==> config.mk <==
export PLATFORM = sky130hd
export DESIGN_NAME = multicycle_chunk_adder_flat
export DESIGN_NICKNAME = d
export VERILOG_FILES = /design/src/rtl/adder_pkg.sv /design/src/rtl/multicycle_chunk_adder_if.sv /design/src/rtl/chunk_ripple_adder.sv /design/src/rtl/multicycle_chunk_adder.sv /design/src/flat_wrapper.sv
export SDC_FILE = /design/constraint.sdc
export NUM_CORES = 1
export LEC_CHECK = 0
export BUFFER_PORTS_ARGS = -buffer_cell sky130_fd_sc_hd__buf_2
export CORE_ASPECT_RATIO = 2
export CORE_MARGIN = 4
export CORE_UTILIZATION = 35
export CTS_BUF_LIST = sky130_fd_sc_hd__clkbuf_16
export CTS_CLUSTER_DIAMETER = 100
export DETAILED_ROUTE_END_ITERATION = 10
export MAX_ROUTING_LAYER = met4
export PLACE_DENSITY = 0.54
export RECOVER_POWER = 50
export SETUP_SLACK_MARGIN = 0.05
export SYNTH_ARGS = -nofsm -noshare
export SYNTH_HDL_FRONTEND = slang
export SYNTH_SLANG_ARGS = --single-unit
==> constraint.sdc <==
create_clock -name Clk -period 7.2 [get_ports Clk]
set_input_delay 1.8 -clock Clk [delete_from_list [all_inputs] [get_ports Clk]]
set_output_delay 1.8 -clock Clk [all_outputs]
set_load 0.02 [all_outputs]
==> src/rtl/adder_pkg.sv <==
// Shared types and helpers for the chunked sequential adder.
package adder_pkg;

  typedef enum logic [1:0] {
    IDLE = 2'd0,
    RUN  = 2'd1,
    DONE = 2'd2
  } state_t;

  localparam logic ADD = 1'b0;
  localparam logic SUB = 1'b1;

  function automatic int nchunk(input int width, input int chunk);
    return width / chunk;
  endfunction

endpackage

==> src/rtl/multicycle_chunk_adder_if.sv <==
// Start/done request bus of the chunked adder: operands in, result and flags out.
interface multicycle_chunk_adder_if #(
  parameter int WIDTH = 16
);

  logic             start;
  logic             sub;
  logic [WIDTH-1:0] A;
  logic [WIDTH-1:0] B;
  logic             cin;
  logic             busy;
  logic             done;
  logic [WIDTH-1:0] S;
  logic             cout;
  logic             ovf;

  modport master (
    output start, sub, A, B, cin,
    input  busy, done, S, cout, ovf
  );

  modport slave (
    input  start, sub, A, B, cin,
    output busy, done, S, cout, ovf
  );

endinterface

==> src/rtl/chunk_ripple_adder.sv <==
// Combinational CHUNK-bit ripple of full adders; also exposes the carry into
// the top bit so the caller can derive signed overflow.
module chunk_ripple_adder #(
  parameter int CHUNK = 4
) (
  input  logic [CHUNK-1:0] a,
  input  logic [CHUNK-1:0] b,
  input  logic             ci,
  output logic [CHUNK-1:0] s,
  output logic             co,
  output logic             c_msb
);

  logic [CHUNK:0] c;

  always_comb begin
    s    = '0;
    c    = '0;
    c[0] = ci;
    for (int i = 0; i < CHUNK; i++) begin
      s[i]   = a[i] ^ b[i] ^ c[i];
      c[i+1] = (a[i] & b[i]) | (c[i] & (a[i] ^ b[i]));
    end
  end

  assign co    = c[CHUNK];
  assign c_msb = c[CHUNK-1];

endmodule

==> src/rtl/multicycle_chunk_adder.sv <==
// Sequential WIDTH-bit add/subtract, one CHUNK-bit slice per clock through a
// single shared ripple slice; result and flags publish with a one-cycle done.
module multicycle_chunk_adder
  import adder_pkg::*;
#(
  parameter int WIDTH = 16,
  parameter int CHUNK = 4
) (
  input logic                     Clk,
  input logic                     Reset,
  multicycle_chunk_adder_if.slave bus
);

  localparam int NCHUNK = nchunk(WIDTH, CHUNK);
  localparam int KW     = (NCHUNK > 1) ? $clog2(NCHUNK) : 1;
  localparam logic [KW-1:0] K_LAST = KW'(NCHUNK - 1);

  if ((CHUNK < 1) || (CHUNK > WIDTH) || ((WIDTH % CHUNK) != 0)) begin : g_bad_param
    $error("multicycle_chunk_adder: WIDTH (%0d) must be a multiple of CHUNK (%0d)", WIDTH, CHUNK);
  end

  state_t           state_q;
  logic [KW-1:0]    k_q;
  logic [WIDTH-1:0] opa_q;
  logic [WIDTH-1:0] opb_q;
  logic [WIDTH-1:0] work_q;
  logic             carry_q;
  logic [WIDTH-1:0] s_q;
  logic             cout_q;
  logic             ovf_q;
  logic             busy_q;
  logic             done_q;

  logic [31:0]      base;
  logic [CHUNK-1:0] slice_a;
  logic [CHUNK-1:0] slice_b;
  logic [CHUNK-1:0] slice_s;
  logic             slice_co;
  logic             slice_cmsb;
  logic [WIDTH-1:0] work_d;

  // Work register with the current slice merged in, so the final edge can
  // publish the complete sum without an extra cycle.
  always_comb begin
    base    = 32'(k_q) * 32'(CHUNK);
    slice_a = opa_q[base +: CHUNK];
    slice_b = opb_q[base +: CHUNK];
    work_d  = work_q;
    work_d[base +: CHUNK] = slice_s;
  end

  chunk_ripple_adder #(
    .CHUNK(CHUNK)
  ) u_slice (
    .a    (slice_a),
    .b    (slice_b),
    .ci   (carry_q),
    .s    (slice_s),
    .co   (slice_co),
    .c_msb(slice_cmsb)
  );

  always_ff @(posedge Clk) begin
    if (Reset) begin
      state_q <= IDLE;
      k_q     <= '0;
      opa_q   <= '0;
      opb_q   <= '0;
      work_q  <= '0;
      carry_q <= 1'b0;
      s_q     <= '0;
      cout_q  <= 1'b0;
      ovf_q   <= 1'b0;
      busy_q  <= 1'b0;
      done_q  <= 1'b0;
    end else begin
      done_q <= 1'b0;
      case (state_q)
        IDLE, DONE: begin
          if (bus.start) begin
            opa_q   <= bus.A;
            opb_q   <= (bus.sub == SUB) ? ~bus.B : bus.B;
            carry_q <= (bus.sub == ADD) ? bus.cin : 1'b1;
            k_q     <= '0;
            busy_q  <= 1'b1;
            state_q <= RUN;
          end else begin
            state_q <= IDLE;
          end
        end
        RUN: begin
          work_q  <= work_d;
          carry_q <= slice_co;
          if (k_q == K_LAST) begin
            s_q     <= work_d;
            cout_q  <= slice_co;
            ovf_q   <= slice_cmsb ^ slice_co;
            busy_q  <= 1'b0;
            done_q  <= 1'b1;
            state_q <= DONE;
          end else begin
            k_q <= k_q + 1'b1;
          end
        end
        default: state_q <= IDLE;
      endcase
    end
  end

  assign bus.busy = busy_q;
  assign bus.done = done_q;
  assign bus.S    = s_q;
  assign bus.cout = cout_q;
  assign bus.ovf  = ovf_q;

endmodule

==> src/flat_wrapper.sv <==
// flat-port wrapper written by rule: the top's interface ports become plain ports
module multicycle_chunk_adder_flat import adder_pkg::*;
#(
  parameter int WIDTH = 16,
  parameter int CHUNK = 4
)
  (Clk, Reset, bus_start, bus_sub, bus_A, bus_B, bus_cin, bus_busy, bus_done, bus_S, bus_cout, bus_ovf);
  multicycle_chunk_adder_if #(.WIDTH(WIDTH)) bus_i ();
  input logic Clk;
  input logic Reset;
  input wire logic [$bits(bus_i.start)-1:0] bus_start;
  input wire logic [$bits(bus_i.sub)-1:0] bus_sub;
  input wire logic [$bits(bus_i.A)-1:0] bus_A;
  input wire logic [$bits(bus_i.B)-1:0] bus_B;
  input wire logic [$bits(bus_i.cin)-1:0] bus_cin;
  output wire logic [$bits(bus_i.busy)-1:0] bus_busy;
  output wire logic [$bits(bus_i.done)-1:0] bus_done;
  output wire logic [$bits(bus_i.S)-1:0] bus_S;
  output wire logic [$bits(bus_i.cout)-1:0] bus_cout;
  output wire logic [$bits(bus_i.ovf)-1:0] bus_ovf;
  assign bus_i.start = bus_start;
  assign bus_i.sub = bus_sub;
  assign bus_i.A = bus_A;
  assign bus_i.B = bus_B;
  assign bus_i.cin = bus_cin;
  assign bus_busy = bus_i.busy;
  assign bus_done = bus_i.done;
  assign bus_S = bus_i.S;
  assign bus_cout = bus_i.cout;
  assign bus_ovf = bus_i.ovf;
  multicycle_chunk_adder #(.WIDTH(WIDTH), .CHUNK(CHUNK)) u_core (.Clk(Clk), .Reset(Reset), .bus(bus_i));
endmodule
Word-level counts from Yosys, hierarchy flattened
Cells that the tools add are included.

cells by class
  $add $sub $neg = 2
  multiply operators = 0
  div/mod/pow operators = 0
  $lt $le $gt $ge = 0
  equality and inequality tests = 6
  shift operators = 4
  multiplexer cells = 15
  bitwise logic cells = 23
  reductions and logical operators = 9

operators by type and width
  operator                   number
  $neg A4 Y34                1
  $shift A4 B34 Y16 const A  1
  $shiftx A4 B34 Y16         1
  $shiftx A16 B5 Y4          2
  $bwmux W16                 1
  $mux W16                   1
  $not A16 Y16               1
  $xor A1 B1 Y1              9
  $and A1 B1 Y1              8
  $pmux W2 S2                2
  $mux W1                    6
  $mux W2                    3
  $reduce_and A2 Y1          3
  $reduce_and A3 Y1          2
  $eq A2 B2 Y1 const B       2
  $ne A2 B2 Y1 const B       2
  $or A1 B1 Y1               4
  $pmux W1 S2                2
  $reduce_or A2 Y1           2
  $add A2 B1 Y2 const B      1
  $eq A2 B1 Y1 const B       1
  $logic_not A2 Y1           1
  $ne A2 B1 Y1 const B       1
  $reduce_bool A2 Y1         1
  $not A1 Y1                 1

word-level totals
  flip-flop bits (word level) = 73
  latch bits = 0
  bits in writable memories = 0
  memory bits (read-only) = 0
  input bits = 37
  output and inout bits = 20
  logic and storage cells = 70
  memories = 0

Longest topological paths before layout
  depth after elaboration = 11
  depth in mapped cells = 14
  depth with buffers taken out = 12

By module
Synthesis repeated with hierarchy kept, for this count alone.

unflattened totals
  cells, all modules = 337
  area total of the unflattened synthesis = 3330.7 um2

by module, submodules not included
  module                  times used  cells each  area each (um2)  sequential area each (um2)
  multicycle_chunk_adder  1           325         3220.6           1461.4
  chunk_ripple_adder      1           12          110.1            0.0

Worst setup path after synthesis
OpenSTA, ideal clock, no wires.

  path kind = flip-flop to flip-flop
  start point = reg u_core.k_q[0]
  end point = reg u_core.s_q[11] (netlist: u_core.bus.S[11])
  setup time = 0.132 ns
  data arrival time = 2.921 ns
  required time = 7.068 ns
  slack = 4.147 ns
  cell stages (with the launch flop) = 15
  buffers on the path = 3
  clock period less this slack = 3.053 ns
  path through = dfxtp_1 > buf_6 > buf_8 > mux4_2 > inv_1 > fa_1 > inv_1 > fa_1 > inv_1 > fa_1 > inv_1 > fa_1 > buf_2 > a221oi_1 > nor3_1

on the way
  word-level cells in the longest chain between the ends = 11
  elaborated cells between the ends (all ways) = 25
  those cells by class = add/sub: 1; eq/ne: 1; shift: 4; mux: 1; bitwise: 17; reduce/logical: 1

ends and longest elaborated chain
  what                                         line                                                        source
  from (decl)                                  multicycle_chunk_adder.sv:23                                logic [KW-1:0] k_q;
  from (signal assigned)                       multicycle_chunk_adder.sv:102                               k_q <= k_q + 1'b1;
  $shiftx A16 B5 Y4, on equally long branches  multicycle_chunk_adder.sv:46, multicycle_chunk_adder.sv:47
  $xor A1 B1 Y1                                chunk_ripple_adder.sv:21, chunk_ripple_adder.sv:22
  $and A1 B1 Y1                                chunk_ripple_adder.sv:22                                    c[i+1] = (a[i] & b[i]) | (c[i] & (a[i] ^ b[i]));
  $or A1 B1 Y1                                 chunk_ripple_adder.sv:22
  $and A1 B1 Y1                                chunk_ripple_adder.sv:22
  $or A1 B1 Y1                                 chunk_ripple_adder.sv:22
  $and A1 B1 Y1                                chunk_ripple_adder.sv:22
  $or A1 B1 Y1                                 chunk_ripple_adder.sv:22
  $xor A1 B1 Y1                                chunk_ripple_adder.sv:21                                    s[i] = a[i] ^ b[i] ^ c[i];
  $shiftx A4 B34 Y16                           multicycle_chunk_adder.sv:49                                work_d[base +: CHUNK] = slice_s;
  $bwmux W16                                   multicycle_chunk_adder.sv:49
  to (signal assigned)                         multicycle_chunk_adder.sv:95                                s_q <= work_d;
  to (decl)                                    multicycle_chunk_adder.sv:28                                logic [WIDTH-1:0] s_q;

Several ways; a longest one is shown, not always the timed one.
A chain may end at the register's enable or synchronous reset.

Final worst setup path
  start point = in Reset
  end point = reg u_core.s_q[14] (netlist: u_core.bus.S[14])

RTL lines
  what         line                source
  from (decl)  flat_wrapper.sv:10  input logic Reset;

No word-level cell between the ends.

==> key figures <==
Run status
  • Status: finished with violations
  • Failing checks: max-capacitance violations, max-slew violations

Min path
  • Hold Path Origin: u_core.opa_q[15]
  • Hold Path Cell Cnt: 2
  • Hold/Removal Path Class: reg2reg
  • Hold path endpoint: u_core.opa_q[15]

Global route
  • Largest net degree at the start of global routing: 74
  • Total grt overflow: 0
  • GRT Overall Usage: 15.0%
  • Initial antenna violation count: 0
  • Vias in the first global route: 2571
  • First-pass GRT wire length: 12.9 mm

Setup path
  • Reg-to-reg startpoint: u_core.k_q[0]
  • FF-to-FF setup slack: 3.44 ns
  • CP max stage delay: 2.26 ns
  • Worst EP required: 7.28 ns
  • Critical-path cell list: buf_2 > clkbuf_1 > nor3_1
  • Crit Path Max Fanout: 73
  • CP Class: in2reg
  • Critical Path Start Type: input pin
  • R2r endpoint: u_core.bus.S[15]
  • Slowest cell on crit path: clkbuf_1
  • Crit path DAT: 4.37 ns
  • CP Capture Type: register
  • Worst R2R Path Depth: 11

Place
  • Port bufs: 56
  • Placed cell count: 490
  • Gpl congestion: 0.796
  • DP Area: 3620 sq um
  • Hpwl dp: 5.71 mm
  • Dpl ws: 3.50 ns

CTS
  • Total CTS buffers: 9
  • Cts-stage hold buffer count: 0
  • Clk root buf: clkbuf_16
  • Clock tree buffer depth: 2
  • CTS HTree Levels: 3
  • Post-CTS Setup Inserts: 0
  • Clk slew on worst S/H paths: 0.06 ns
  • Cts repair resizes: 0
  • Sinks on Clock Net: 73
  • Worst-Skew Late Latency: 0.34 ns
  • CTS tree: yes

STA
  • Peak Freq: 233 MHz
  • Post-route clock period utilization: 59.5%
  • Hold_ws: 0.450 ns
  • Final Hold Fails: 0
  • Worst-Margin Slew: 3.23 ns
  • RSZ-0062 raised after global routing: no
  • Minimum clock period: 4.29 ns
  • Final setup margin: 2.91 ns
  • Setup violators final: 0
  • Worst slew margin: -115%
  • Worst Skew: 0.00539 ns
  • Max-slew violations: 74
  • Fin Setup TNS: 0 ns

Floorplan
  • Die Height: 147 um
  • Core Rows: 50
  • Total core area: 9380 sq um
  • I/O pin count: 57
  • Die ar.: 11300 sq um
  • Initial Util: 35.8%
  • Chip width: 77.3 um

Drt
  • DR vias/cell: 5.28
  • Routed vias: 2673
  • Routed WL: 7.97 mm
  • Wire length per cell: 15.8 um
  • DRT antenna net count: 0
  • First-pass DRT Iterations: 4
  • DRC Markers: 0
  • First DRT Iteration DRCs: 216

Finish
  • Util after Layout: 41.6%
  • Area occupied by multi-input gates: 1690 sq um
  • Most common cell after layout, fill and taps aside: dfxtp_1
  • Fillcell total: 977
  • Fraction of layout instances using a drive strength above 1: 14.7%
  • Commonest cells after routing, fill and taps aside: dfxtp_1 (73), nor2_1 (50), nand2_1 (41)
  • Reg area: 1460 sq um
  • Fin area: 3900 sq um
  • Finished Layout Cells: 506
  • Antenna diodes: 0
  • Fin nets: 444
  • Area Growth Syn to Fin: 16.1%

Pwr
  • PwrDens: 261 nW/um^2
  • Leakage: 1.48 nW
  • Total power: 1.02 mW
  • Peak supply drop: 0.128 mV

Synthesis
  • Syn Area/Cell: 9.36 sq um
  • Top FF cell, synth: dfxtp_1
  • Synthesized cell area: 3360 sq um
  • Post-synth EDFFs: 0
  • Seq/Total Area, Yosys: 43.5%
  • Yosys reg bits: 73
  • Yosys warning count: 0
  • Netlist cell types: 39
  • Share of flip-flops with an asynchronous set or reset: 0%
  • Post-Syn Nets: 406
  • Syn Inst Count: 359

Run
  • Max Cap Viol: 1
cell type report:
type	count	share of cell area (%)
Multi-Input combinational cell	241	43.2
Sequential cell	73	37.4
Timing Repair Buffer	57	6.64
Clock buffer	9	5.77
Tap cell	104	3.33
Clock inverter	7	2.18
Inverter	15	1.44
worst max-delay path: cells and delay by family:
kind	cells	cell delay, ns
AND/OR/NAND/NOR	1	0.19
buffers and inverters	2	2.33
worst max path at each step:
stage	start	endpoint	slack (ns)	cells after the start
2_1_floorplan	u_core.k_q[0]	u_core.bus.S[11]	4.15	14
3_3_place_gp	u_core.k_q[0]	u_core.bus.S[15]	3.61	11
3_5_place_dp	u_core.k_q[0]	u_core.bus.S[15]	3.50	11
4_1_cts	u_core.k_q[0]	u_core.bus.S[15]	3.50	11
5_1_grt	Reset	u_core.work_q[7]	2.57	3
6_report	Reset	u_core.bus.S[14]	2.91	3
cells by family (layout without fill, tap and decap cells):
group	Yosys count	count (layout)	synth area share, %
and+or+nand+nor	130	130	18.5
AOI/OAI and AO/OA	76	76	16.2
DFF	73	73	43.5
buffers and inverters	45	88	6.62
xor gates and xnor gates	17	17	4.43
adders and majority gates	10	10	4.61
muxes	8	8	6.14
synthesized netlist by cell type, types with 2 or more instances:
| cell | count | area (sq um) |
|---|---|---|
| nand2b_1 | 2 | 12.5 |
| ha_1 | 6 | 75.1 |
| a211oi_1 | 16 | 120 |
| a211oi_2 | 2 | 25.0 |
| nor3_1 | 14 | 70.1 |
| inv_1 | 15 | 56.3 |
| o211ai_1 | 2 | 15.0 |
| nand3b_1 | 6 | 45.0 |
| nand2_1 | 41 | 154 |
| a221oi_1 | 14 | 123 |
| fa_1 | 4 | 80.1 |
| xnor2_1 | 17 | 149 |
| buf_4 | 5 | 37.5 |
| a21oi_1 | 25 | 125 |
| and4bb_2 | 2 | 25.0 |
| nand3_1 | 3 | 15.0 |
| a22oi_1 | 4 | 30.0 |
| mux4_1 | 7 | 184 |
| nor4b_2 | 2 | 30.0 |
| nor2_1 | 50 | 188 |
| dfxtp_1 | 73 | 1460 |
| buf_2 | 13 | 65.1 |
| nor2b_1 | 2 | 12.5 |
| a32oi_1 | 10 | 87.6 |
| clkbuf_1 | 10 | 37.5 |
layer usage:
metal	GRT usage, %	vias to the layer above	wire [um]
met5	-	-	0
met3	4.01	20	359
met4	7.75	0	235
met1	15.0	1236	3020
met2	26.4	65	4360
li1	-	1352	-
sequential cells by signal, indices dropped and copies added, names as in the netlist:
| signal | cells |
|---|---|
| u_core.bus.busy | 1 |
| u_core.k_q | 2 |
| u_core.work_q | 16 |
| u_core.bus.done | 1 |
| u_core.bus.cout | 1 |
| u_core.opb_q | 16 |
| u_core.bus.ovf | 1 |
| u_core.opa_q | 16 |
| u_core.bus.S | 16 |
| u_core.carry_q | 1 |
| u_core.state_q | 2 |
power breakdown:
part | switching (mW) | internal (mW)
Clock | 0.166 | 0.299
Combinational | 0.0686 | 0.0481
Sequential | 0.0144 | 0.422
Total | 0.249 | 0.769
No activity file was read; power rests on OpenSTA's default activity.
